### config.mk
export PLATFORM = sky130hd
export DESIGN_NAME = line_burst_arbiter
export DESIGN_NICKNAME = d
export VERILOG_FILES = /design/src/rtl/line_burst_arbiter.sv
export SDC_FILE = /design/constraint.sdc
export NUM_CORES = 1
export LEC_CHECK = 0
export ABC_AREA = 1
export BUFFER_PORTS_ARGS = -buffer_cell sky130_fd_sc_hd__buf_4
export CORE_AREA = 4 4 489 491
export DETAILED_ROUTE_END_ITERATION = 10
export DIE_AREA = 0 0 493 495
export PLACE_DENSITY = 0.34
export SYNTH_ARGS = -nofsm -noshare
export SYNTH_HDL_FRONTEND = slang
export SYNTH_SLANG_ARGS = --single-unit
### constraint.sdc
create_clock -name clk -period 6.2 [get_ports clk]
set_input_delay 0.62 -clock clk [delete_from_list [all_inputs] [get_ports clk]]
set_output_delay 0.62 -clock clk [all_outputs]
set_load 0.005 [all_outputs]
### src/rtl/line_burst_arbiter.sv
// line_burst_arbiter: round-robin sharing of one 64-bit burst memory port between I- and D-cache 256-bit line transfers.
module line_burst_arbiter #(
  parameter int BEATS = 4
) (
  input  logic                clk,
  input  logic                rst,
  input  logic                i_mem_read,
  input  logic                i_mem_write,
  input  logic [31:0]         i_mem_address,
  input  logic [64*BEATS-1:0] i_mem_wdata,
  output logic [64*BEATS-1:0] i_mem_rdata,
  output logic                i_mem_resp,
  input  logic                d_mem_read,
  input  logic                d_mem_write,
  input  logic [31:0]         d_mem_address,
  input  logic [64*BEATS-1:0] d_mem_wdata,
  output logic [64*BEATS-1:0] d_mem_rdata,
  output logic                d_mem_resp,
  output logic                burst_read,
  output logic                burst_write,
  output logic [31:0]         burst_address,
  output logic [63:0]         burst_wdata,
  input  logic [63:0]         burst_rdata,
  input  logic                burst_resp
);
  localparam int LW = 64 * BEATS;
  localparam int BW = $clog2(BEATS);
  typedef enum logic [1:0] {IDLE, READ, WRITE, DONE} state_e;
  state_e          state_q;
  logic            grant_q;
  logic [BW-1:0]   beat_q;
  logic [31:0]     addr_q;
  logic [LW-1:0]   line_q;
  logic            wr_q;
  logic            i_req, d_req, pick_d, sel_wr, last_beat, done;
  assign i_req     = i_mem_read | i_mem_write;
  assign d_req     = d_mem_read | d_mem_write;
  // grant_q doubles as last_grant: it only changes at a grant, so ties go to the other client
  assign pick_d    = d_req & (~i_req | ~grant_q);
  assign sel_wr    = pick_d ? d_mem_write : i_mem_write;
  assign last_beat = beat_q == BW'(BEATS - 1);
  always_ff @(posedge clk) begin
    if (!rst) begin
      state_q <= IDLE;
      grant_q <= 1'b0;
      beat_q  <= '0;
      addr_q  <= '0;
      line_q  <= '0;
      wr_q    <= 1'b0;
    end else begin
      case (state_q)
        IDLE: if (i_req | d_req) begin
          grant_q <= pick_d;
          addr_q  <= (pick_d ? d_mem_address : i_mem_address) & ~32'h1f;
          if (sel_wr) line_q <= pick_d ? d_mem_wdata : i_mem_wdata;
          wr_q    <= sel_wr;
          beat_q  <= '0;
          state_q <= sel_wr ? WRITE : READ;
        end
        READ: if (burst_resp) begin
          line_q[64*beat_q +: 64] <= burst_rdata;
          beat_q <= beat_q + 1'b1;
          if (last_beat) state_q <= DONE;
        end
        WRITE: if (burst_resp) begin
          beat_q <= beat_q + 1'b1;
          if (last_beat) state_q <= DONE;
        end
        default: state_q <= IDLE;
      endcase
    end
  end
  assign done          = state_q == DONE;
  assign burst_read    = state_q == READ;
  assign burst_write   = state_q == WRITE;
  assign burst_address = addr_q;
  assign burst_wdata   = burst_write ? line_q[64*beat_q +: 64] : 64'h0;
  assign i_mem_resp    = done & ~grant_q;
  assign d_mem_resp    = done & grant_q;
  assign i_mem_rdata   = (i_mem_resp & ~wr_q) ? line_q : '0;
  assign d_mem_rdata   = (d_mem_resp & ~wr_q) ? line_q : '0;
endmodule

**After elaboration in Yosys (flattened, before gate mapping)**

Cells that the tools add are included.

- Flip-flop bits (word level): 289
- Latch bits: 0
- RAM bits: 0
- Memory bits (read-only): 0
- Input port bits: 647
- Output and inout port bits: 612
- Word-level logic and storage cells: 59
- Memories: 0

- Add/sub/neg operators: 2
- Multipliers: 0
- Div/mod/pow operators: 0
- $lt $le $gt $ge: 0
- Eq/ne operators: 9
- Shift-type cells: 3
- Mux-type cells: 19
- Bitwise gates (word level): 12
- Reductions and logical operators: 8

Operator list:

| operator | number |
|---|---|
| $mux 256 | 6 |
| $pmux 256 s2 | 1 |
| $bwmux 256 | 1 |
| $shift 64x34->256 const A | 1 |
| $shiftx 256x9->64 | 1 |
| $shiftx 64x34->256 | 1 |
| $mux 64 | 1 |
| $neg 8->34 | 1 |
| $mux 32 | 1 |
| $mux 2 | 6 |
| $pmux 2 s2 | 2 |
| $eq 2x2->1 const B | 3 |
| $ne 2x1->1 const B | 3 |
| $reduce_and 3->1 | 2 |
| $and 1x1->1 | 5 |
| $ne 2x2->1 const B | 2 |
| $or 1x1->1 | 4 |
| $reduce_and 4->1 | 1 |
| $reduce_bool 2->1 | 2 |
| $not 1->1 | 3 |
| $add 2x1->2 const B | 1 |
| $eq 2x1->1 const B | 1 |
| $logic_not 2->1 | 1 |
| $reduce_and 2->1 | 1 |
| other kinds (2) | 2 |

**Depth between registers and ports, before layout**

Gate-level depths: netlist of the first run.

- Depth in word-level cells: 8
- Mapped depth: 13
- Depth with buffers taken out: 10

**Least setup slack after synthesis of the first run**

No wires, ideal clock.

- Path kind: flip-flop to flip-flop
- From: register beat_q[0]
- To: register line_q[132]
- Setup time: 0.064 ns
- Arrival: 2.264 ns
- Required time: 6.136 ns
- Slack: 3.872 ns
- Cell stages (with the launch flop): 13
- Buffers on the path: 4
- Period minus slack after synthesis: 2.328 ns
- Cells stage by stage: dfxtp_1 buf_2 inv_1 buf_2 clkbuf_1 ha_1 inv_1 nor3_1 nand3_1 clkbuf_1 o21ai_0 nor2_1 nor2_1

- Cells in the longest elaborated chain, start to end: 5
- Elaborated cells between the ends (all ways): 6
- Classes of those cells: add/sub: 1; shift: 2; mux: 3

Ends and longest elaborated chain:

| item | line | text |
|---|---|---|
| from (decl) | 31 | `logic [BW-1:0] beat_q;` |
| from (signal assigned) | 62 | `beat_q <= beat_q + 1'b1;` |
| from (signal assigned) | 66 | `beat_q <= beat_q + 1'b1;` |
| $neg 8->34 (*) | 61 | `line_q[64*beat_q +: 64] <= burst_rdata;` |
| $shiftx 64x34->256 or $shift 64x34->256 (tied branches) | 61 |  |
| $bwmux 256 (*) | 61 |  |
| $mux 256 (*) | 60 | `READ: if (burst_resp) begin` |
| $pmux 256 s2 (*) | 51 | `case (state_q)` |
| to (signal assigned) | 55 | `if (sel_wr) line_q <= pick_d ? d_mem_wdata : i_mem_wdata;` |
| to (signal, indexed assignment) | 61 |  |
| to (decl) | 33 | `logic [LW-1:0] line_q;` |

Mark *: on every way between the ends. The rest lies on a longest branch, timed or not. The select of a mux whose other input is x is not followed.
A chain may end at the register's enable or synchronous reset.

**Worst setup path after layout of the first run**

- From: register state_q[0]
- To: output i_mem_rdata[41]

- Cells in the longest elaborated chain, start to end: 4

Ends and longest elaborated chain:

| item | line | text |
|---|---|---|
| from (decl) | 29 | `state_e state_q;` |
| from (signal assigned) | 58 | `state_q <= sel_wr ? WRITE : READ;` |
| $eq 2x2->1 | 73 | `assign done = state_q == DONE;` |
| $and 1x1->1 | 78 | `assign i_mem_resp = done & ~grant_q;` |
| $and 1x1->1 | 80 | `assign i_mem_rdata = (i_mem_resp & ~wr_q) ? line_q : '0;` |
| $mux 256 | 80 |  |
| to (decl) | 11 | `output logic [64*BEATS-1:0] i_mem_rdata,` |

Every way passes these cells.

==> results of run 1 <==
## worst register-to-register path: stages, from the launching register on
cell and delay [ns]:
dfxtp_4 0.82, inv_6 0.27, ha_1 0.33, nor2_1 0.35, nand3_4 0.70, buf_4 0.57
o21ai_0 0.70, nor2_1 0.09, nor2_1 0.12
## worst max path at each step
stage | to | slack, ns
detailed placement | line_q[106] | 2.03
global route | i_mem_rdata[41] | 2.01
CTS | i_mem_rdata[41] | 2.12
finish | i_mem_rdata[41] | 2.15
global placement | line_q[99] | 2.05
floorplan | line_q[132] | 3.87
## flip-flops by register name, indices dropped and copies added (netlist names)
| register | cells |
|---|---|
| beat_q | 2 |
| burst_address | 27 |
| grant_q | 1 |
| line_q | 256 |
| state_q | 2 |
| wr_q | 1 |
## stage by stage
step | power [mW] | util | instances | setup slack [ns] | area (um^2)
finish | 16.6 | 0.160 | 8570 | 2.15 | 37700
global route | 18.0 | 0.160 | 8564 | 2.01 | 37700
CTS | 16.9 | 0.160 | 8558 | 2.12 | 37600
detailed placement | 14.0 | 0.154 | 8477 | 2.03 | 36100
global placement | 14.0 | 0.154 | 8477 | 2.05 | 36100
floorplan | 9.40 | - | 4388 | 3.87 | 23700
## cell usage in the layout (no fill, tap or decap), drive strengths merged, types with 4 or more instances in the layout
| cell type | count |
|---|---|
| buf | 1290 |
| inv | 625 |
| diode | 12 |
| o21ai | 391 |
| dfxtp | 289 |
| a21oi | 196 |
| clkinv | 9 |
| nand3 | 293 |
| nand2 | 907 |
| clkbuf | 64 |
| conb | 5 |
| o211ai | 28 |
| nor2 | 1034 |
| ha | 10 |
| nand3b | 256 |
| bufinv | 4 |
## logic make-up (layout without fill, tap and decap cells)
kind of cell | count (synthesis) | in the layout | share of synthesized area
AO/OA/AOI/OAI | 615 | 615 | 0.133
other | 1 | 17 | 0.000158
AND/OR/NAND/NOR | 2495 | 2495 | 0.453
adder cells (fa/ha/maj) | 10 | 10 | 0.00528
buffers and inverters | 974 | 1994 | 0.165
flip-flops | 289 | 289 | 0.244
## power by group through the flow
stage / Combinational [mW] / Clock [mW] / Sequential, mW
3_5_place_dp: 10.8 / 0 / 3.24
3_3_place_gp: 10.7 / 0 / 3.22
4_1_cts: 10.9 / 2.88 / 3.20
2_1_floorplan: 6.34 / 0 / 3.06
5_1_grt: 11.8 / 2.93 / 3.29
6_report: 10.6 / 2.76 / 3.20
## cell type report
class / count / area [um^2] / share of cell area
Sequential cell: 289 / 5790 / 0.154
Clock inverter: 17 / 218 / 0.00578
Antenna cell: 12 / 30.0 / 0.000797
Tap cell: 3150 / 3940 / 0.105
Multi-Input combinational cell: 3125 / 14100 / 0.375
Clock buffer: 64 / 1280 / 0.0339
Inverter: 623 / 2370 / 0.0628
Timing Repair Buffer: 1290 / 9900 / 0.263
## metal layers
| metal | routed length [um] | vias to the layer above |
|---|---|---|
| met4 | 5600 | 42 |
| met1 | 89600 | 15600 |
| met5 | 257 | - |
| met2 | 104000 | 1516 |
| met3 | 16500 | 290 |
| li1 | - | 15500 |
## cell usage after synthesis, types with 2 or more instances
cell type	instances
nor2_1	1034
nand2_1	906
inv_1	619
o21ai_0	389
dfxtp_1	289
nand3_1	288
nand3b_1	256
clkbuf_1	205
a21oi_1	196
buf_2	65
buf_4	46
buf_1	35
o211ai_1	28
ha_1	10
nand3_2	5
inv_2	4
nor3_1	2
or2_2	2
==> impl_metrics.tcl, run 1 <==
set metrics [dict create \
    ctsHoldBuffers 0 \
    final_nets 6031 \
    dp_hpwl_um 170000 \
    r2r_start "beat_q[0]" \
    ir_drop_uv 418 \
    crit_start "state_q[0]" \
    intPower_mw 7.31 \
    port_buffers 1243 \
    hold_viol_final 0 \
    fillCellCount 27700 \
    ant_nets 0 \
    syn_to_final_growth_pct 58.9 \
    whs_ns 0.317 \
    yosys_warnings 0 \
    power_frac_seq 0.193 \
    num_vias 32900 \
    cp_data_required_time_ns 5.58 \
    ys_ff_latch 289 \
    routed_wl_um 216000 \
    rr_endpoint "line_q[238]" \
    post_cts_buffers 0 \
    grt_pass1_vias 32100 \
    gr-usage-met2 0.294 \
    hold_class "primary input to flip-flop" \
    power.leakage_nw 18.8 \
    cp_cell_sequence "ha_1 > inv_1 > nor2_1 > nand2_4 > buf_12 > nor2_1 > buf_4" \
    period_share 0.654 \
    synth_area_leader_cell "dfxtp_1" \
    syn_area_um2 23700 \
    p_per_area_nw_per_um2 441 \
    max_freq_ghz 0.247 \
    critPathKind "flip-flop to output pin" \
    fin_setup_tns_ns 0 \
    rows 178 \
    grt_overflow 0 \
    syn_avg_cell_area_um2 5.41 \
    min_path_cells 5 \
    setup.worst_path.end_class "output pin" \
    worst-path-stages 7 \
    yosysTopAreaCellShare 0.244 \
    finalCriticalPeriod_ns 4.05 \
    async_reset_ff_frac 0 \
    vias_per_cell 3.84 \
    rsz0062_at_grt "false" \
    min_to "burst_address[20]" \
    grt.met1_usage 0.203 \
    drc 0 \
    ioPinCount 1259 \
    drt_first_pass_iters 6 \
    syn_inst 4384 \
    swShare 0.559 \
    grt-busiest-layer "met2" \
    synth-seq-area-share 0.244 \
    die_x_um 493 \
    synth-edff-count 0 \
    synthTopCellsByArea "dfxtp_1 (24%), nor2_1 (16%), nand2_1 (14%), inv_1 (9.8%), o21ai_0 (8.2%)" \
    fp.dieH_um 495 \
    tritoncts "done" \
    start_kind "flip-flop" \
    clk_pin_slew_ns 0.06 \
    ff2ff_setup_slack_ns 2.20 \
    cts_made_buffers 45 \
    cts_resized 0 \
    wire_per_inst_um 25.2 \
    critPathMaxFanout 124 \
    ys_types 23 \
    antenna_found_initial 108 \
    grt_first_pass_wirelength_um 285000 \
    setup_viol 0 \
    min_from "i_mem_address[20]" \
    crit_slowest_cell "nor2_1" \
    drive_gt1_frac 0.256 \
    cap_violations 0 \
    htreeDepth 2 \
    core_area_um2 235000 \
    clk_latency_ns 0.66 \
    first_iter_violations 2772 \
    skew_ns 0.0471 \
    power_frac_comb 0.641 \
    synth_flop_cell "dfxtp_1" \
    clockBufferDepth 3 \
    switchingPower_mw 9.28 \
    outcome "completed" \
    initial_utilization 0.101 \
    gp_congestion 0.914 \
    max_stage_delay_ns 0.52 \
    grt_max_degree 129 \
    max_slew_margin 0.246 \
    root_buffer "clkbuf_16" \
    dieArea_um2 244000 \
    crit_top_cell "nor2_1" \
    tightest_slew_ns 1.13 \
    slew_violations 0 \
    clock-sinks 289 \
    crit_family "simple AND/OR/NAND/NOR gates" \
    cp_data_arrival_time_ns 3.43 \
    rr_worst_depth 8 \
    path_buf_inv 3 \
    use_met3 0.0440 \
    clockPowerShare 0.166 \
    grt_usage 0.167 \
]
Power figures use the tool's default switching activity.
==> run 2: changes to the inputs <==
==> config.mk (replaced) <==
export PLATFORM = sky130hd
export DESIGN_NAME = line_burst_arbiter
export DESIGN_NICKNAME = d
export VERILOG_FILES = /design/src/rtl/line_burst_arbiter.sv
export SDC_FILE = /design/constraint.sdc
export NUM_CORES = 1
export LEC_CHECK = 0
export ABC_AREA = 0
export BUFFER_PORTS_ARGS = -buffer_cell sky130_fd_sc_hd__buf_4
export CORE_AREA = 4 4 482 484
export DETAILED_ROUTE_END_ITERATION = 10
export DIE_AREA = 0 0 486 488
export PLACE_DENSITY = 0.35
export SYNTH_ARGS = -nofsm -noshare
export SYNTH_HDL_FRONTEND = slang
export SYNTH_SLANG_ARGS = --single-unit
==> constraint.sdc (replaced) <==
create_clock -name clk -period 3.7 [get_ports clk]
set_input_delay 0.37 -clock clk [delete_from_list [all_inputs] [get_ports clk]]
set_output_delay 0.37 -clock clk [all_outputs]
set_load 0.005 [all_outputs]
==> impl_metrics.tcl, run 2 <==
set metrics [dict create \
    largest_reg_flops 256 \
    synth-edff-count 0 \
    tritoncts "done" \
    syn_avg_cell_area_um2 7.86 \
    syn_to_final_growth_pct 66.8 \
    ioPinCount 1259 \
    seq_area_um2 5790 \
    drt_first_pass_iters 5 \
    core_area_um2 227000 \
    synthTopCellsByArea "dfxtp_1 (25%), and2_1 (16%), nor2b_1 (14%), mux2i_1 (11%), a311oi_1 (9.7%)" \
    ys_ff_latch 289 \
    final_nets 4762 \
    cts_resized 0 \
    skew_ns 0.0336 \
    dieArea_um2 237000 \
    ir_drop_uv 361 \
    p_per_area_nw_per_um2 612 \
    fp.dieH_um 488 \
    slew_violations 0 \
    cp_data_arrival_time_ns 3.07 \
    hold_viol_final 0 \
    grt_first_pass_wirelength_um 275000 \
    hold_class "primary input to flip-flop" \
    port_buffers 1243 \
    cap_violations 0 \
    use_met3 0.0672 \
    grt_usage 0.171 \
    synth_most_common_cell "and2_1" \
    clk_pin_slew_ns 0.06 \
    grt.met1_usage 0.212 \
    root_buffer "clkbuf_16" \
    clk_latency_ns 0.64 \
    regMostFlops "line_q" \
    routed_wl_um 213000 \
    grt_pass1_vias 27500 \
    multi_input_area_um2 16200 \
    ant_nets 0 \
    max_freq_ghz 0.290 \
    synth_commonest_cells "and2_1 (577), nor2b_1 (517), nand2_1 (315), dfxtp_1 (289), nor2_1 (259)" \
    synth-seq-area-share 0.250 \
    final_area_um2 38500 \
    yosysTopAreaCellShare 0.250 \
    syn_inst 2939 \
    tightest_slew_ns 1.23 \
    drive_gt1_frac 0.356 \
    mostFrequentLayoutCells "buf_4 (1,276), and2_1 (577), nor2b_1 (514)" \
    cts_made_buffers 44 \
    dp_hpwl_um 175000 \
    synth_area_leader_cell "dfxtp_1" \
    rows 175 \
    finalCriticalPeriod_ns 3.44 \
    htreeDepth 2 \
    place_area_um2 36000 \
    critPathMaxFanout 171 \
    critPathKind "flip-flop to output pin" \
    drc 0 \
    first_iter_violations 1731 \
    layout_commonest_cell "buf_4" \
    syn_area_um2 23100 \
    fin_setup_tns_ns 0 \
    ys_types 44 \
    grt-busiest-layer "met2" \
    antenna_found_initial 125 \
    gr-usage-met2 0.287 \
    setup.worst_path.end_class "output pin" \
    grt_max_degree 169 \
    period_share 0.930 \
    yosys_warnings 0 \
    clock-sinks 289 \
    max_slew_margin 0.183 \
    async_reset_ff_frac 0 \
    vias_per_cell 3.80 \
    wire_per_inst_um 29.7 \
    rsz0062_at_grt "false" \
    grt_overflow 0 \
    setup_viol 0 \
    fillCellCount 25900 \
    power.leakage_nw 16.7 \
    initial_utilization 0.102 \
    synth_flop_cell "dfxtp_1" \
    die_x_um 486 \
    clockBufferDepth 3 \
    cp_data_required_time_ns 3.33 \
    outcome "completed" \
    gp_congestion 0.866 \
    start_kind "flip-flop" \
    num_vias 27300 \
]
## run 2: worst paths after layout
| kind | from | slack, ns | end | cells past startpoint |
|---|---|---|---|---|
| setup / recovery | state_q[1] | 0.26 | i_mem_rdata[105] | 6 |
| hold / removal | burst_rdata[33] | 0.07 | line_q[33] | 3 |
| setup reg to reg | state_q[0] | 0.77 | burst_address[9] | 6 |
| hold reg to reg | line_q[85] | 0.53 | line_q[85] | 2 |
## run 2: worst max-delay path, cell delays in order (launching register included)
cell	delay [ns]
dfxtp_1	0.44
ha_1	0.21
nor2b_1	0.21
nor2b_4	0.24
buf_12	0.29
and2_1	0.37
buf_4	0.16
## run 2: layout make-up
cell class                      count  area share
Clock buffer                       66      0.0352
Multi-Input combinational cell   2355       0.419
Clock inverter                     12     0.00253
Antenna cell                       22     0.00143
Timing Repair Buffer             1410       0.293
Tap cell                         3009      0.0977
Inverter                            5    0.000682
Sequential cell                   289       0.150
## run 2: metal layers
layer	wire [um]	vias up
met5	494	-
met1	89200	13300
met2	98800	1245
met4	3350	72
li1	-	12400
met3	21400	244
## run 2: logic make-up after synthesis
group | count (synthesis) | share of synthesized area
muxes | 320 | 0.173
adders and majority gates | 10 | 0.00542
other | 1 | 0.000162
and+or+nand+nor | 1687 | 0.396
buffers and inverters | 299 | 0.0559
DFF | 289 | 0.250
AOI/OAI and AO/OA | 333 | 0.119
## run 2: metrics by stage
step	hold slack (ns)	std cells	util	power (mW)	setup slack (ns)
after floorplan	0.450	2943	-	12.4	1.07
after global placement	0.516	6969	0.158	19.1	0.828
after detailed placement	0.527	6969	0.158	19.2	0.811
after CTS	0.000208	7145	0.169	24.1	0.0690
after global routing	0.0346	7153	0.169	25.1	0.125
final	0.0734	7168	0.170	23.6	0.257
## run 2: repair_timing
item	CTS	global route
hold buffers	98	0
setup endpoints to repair	0	15
setup buffers	0	1
endpoints found under the hold margin	208	0
## run 2: power by group
part	internal (mW)	switching (mW)	total [mW]
sequential	4.64	3.00	7.65
combinational	4.69	6.77	11.5
clock	2.58	1.89	4.47
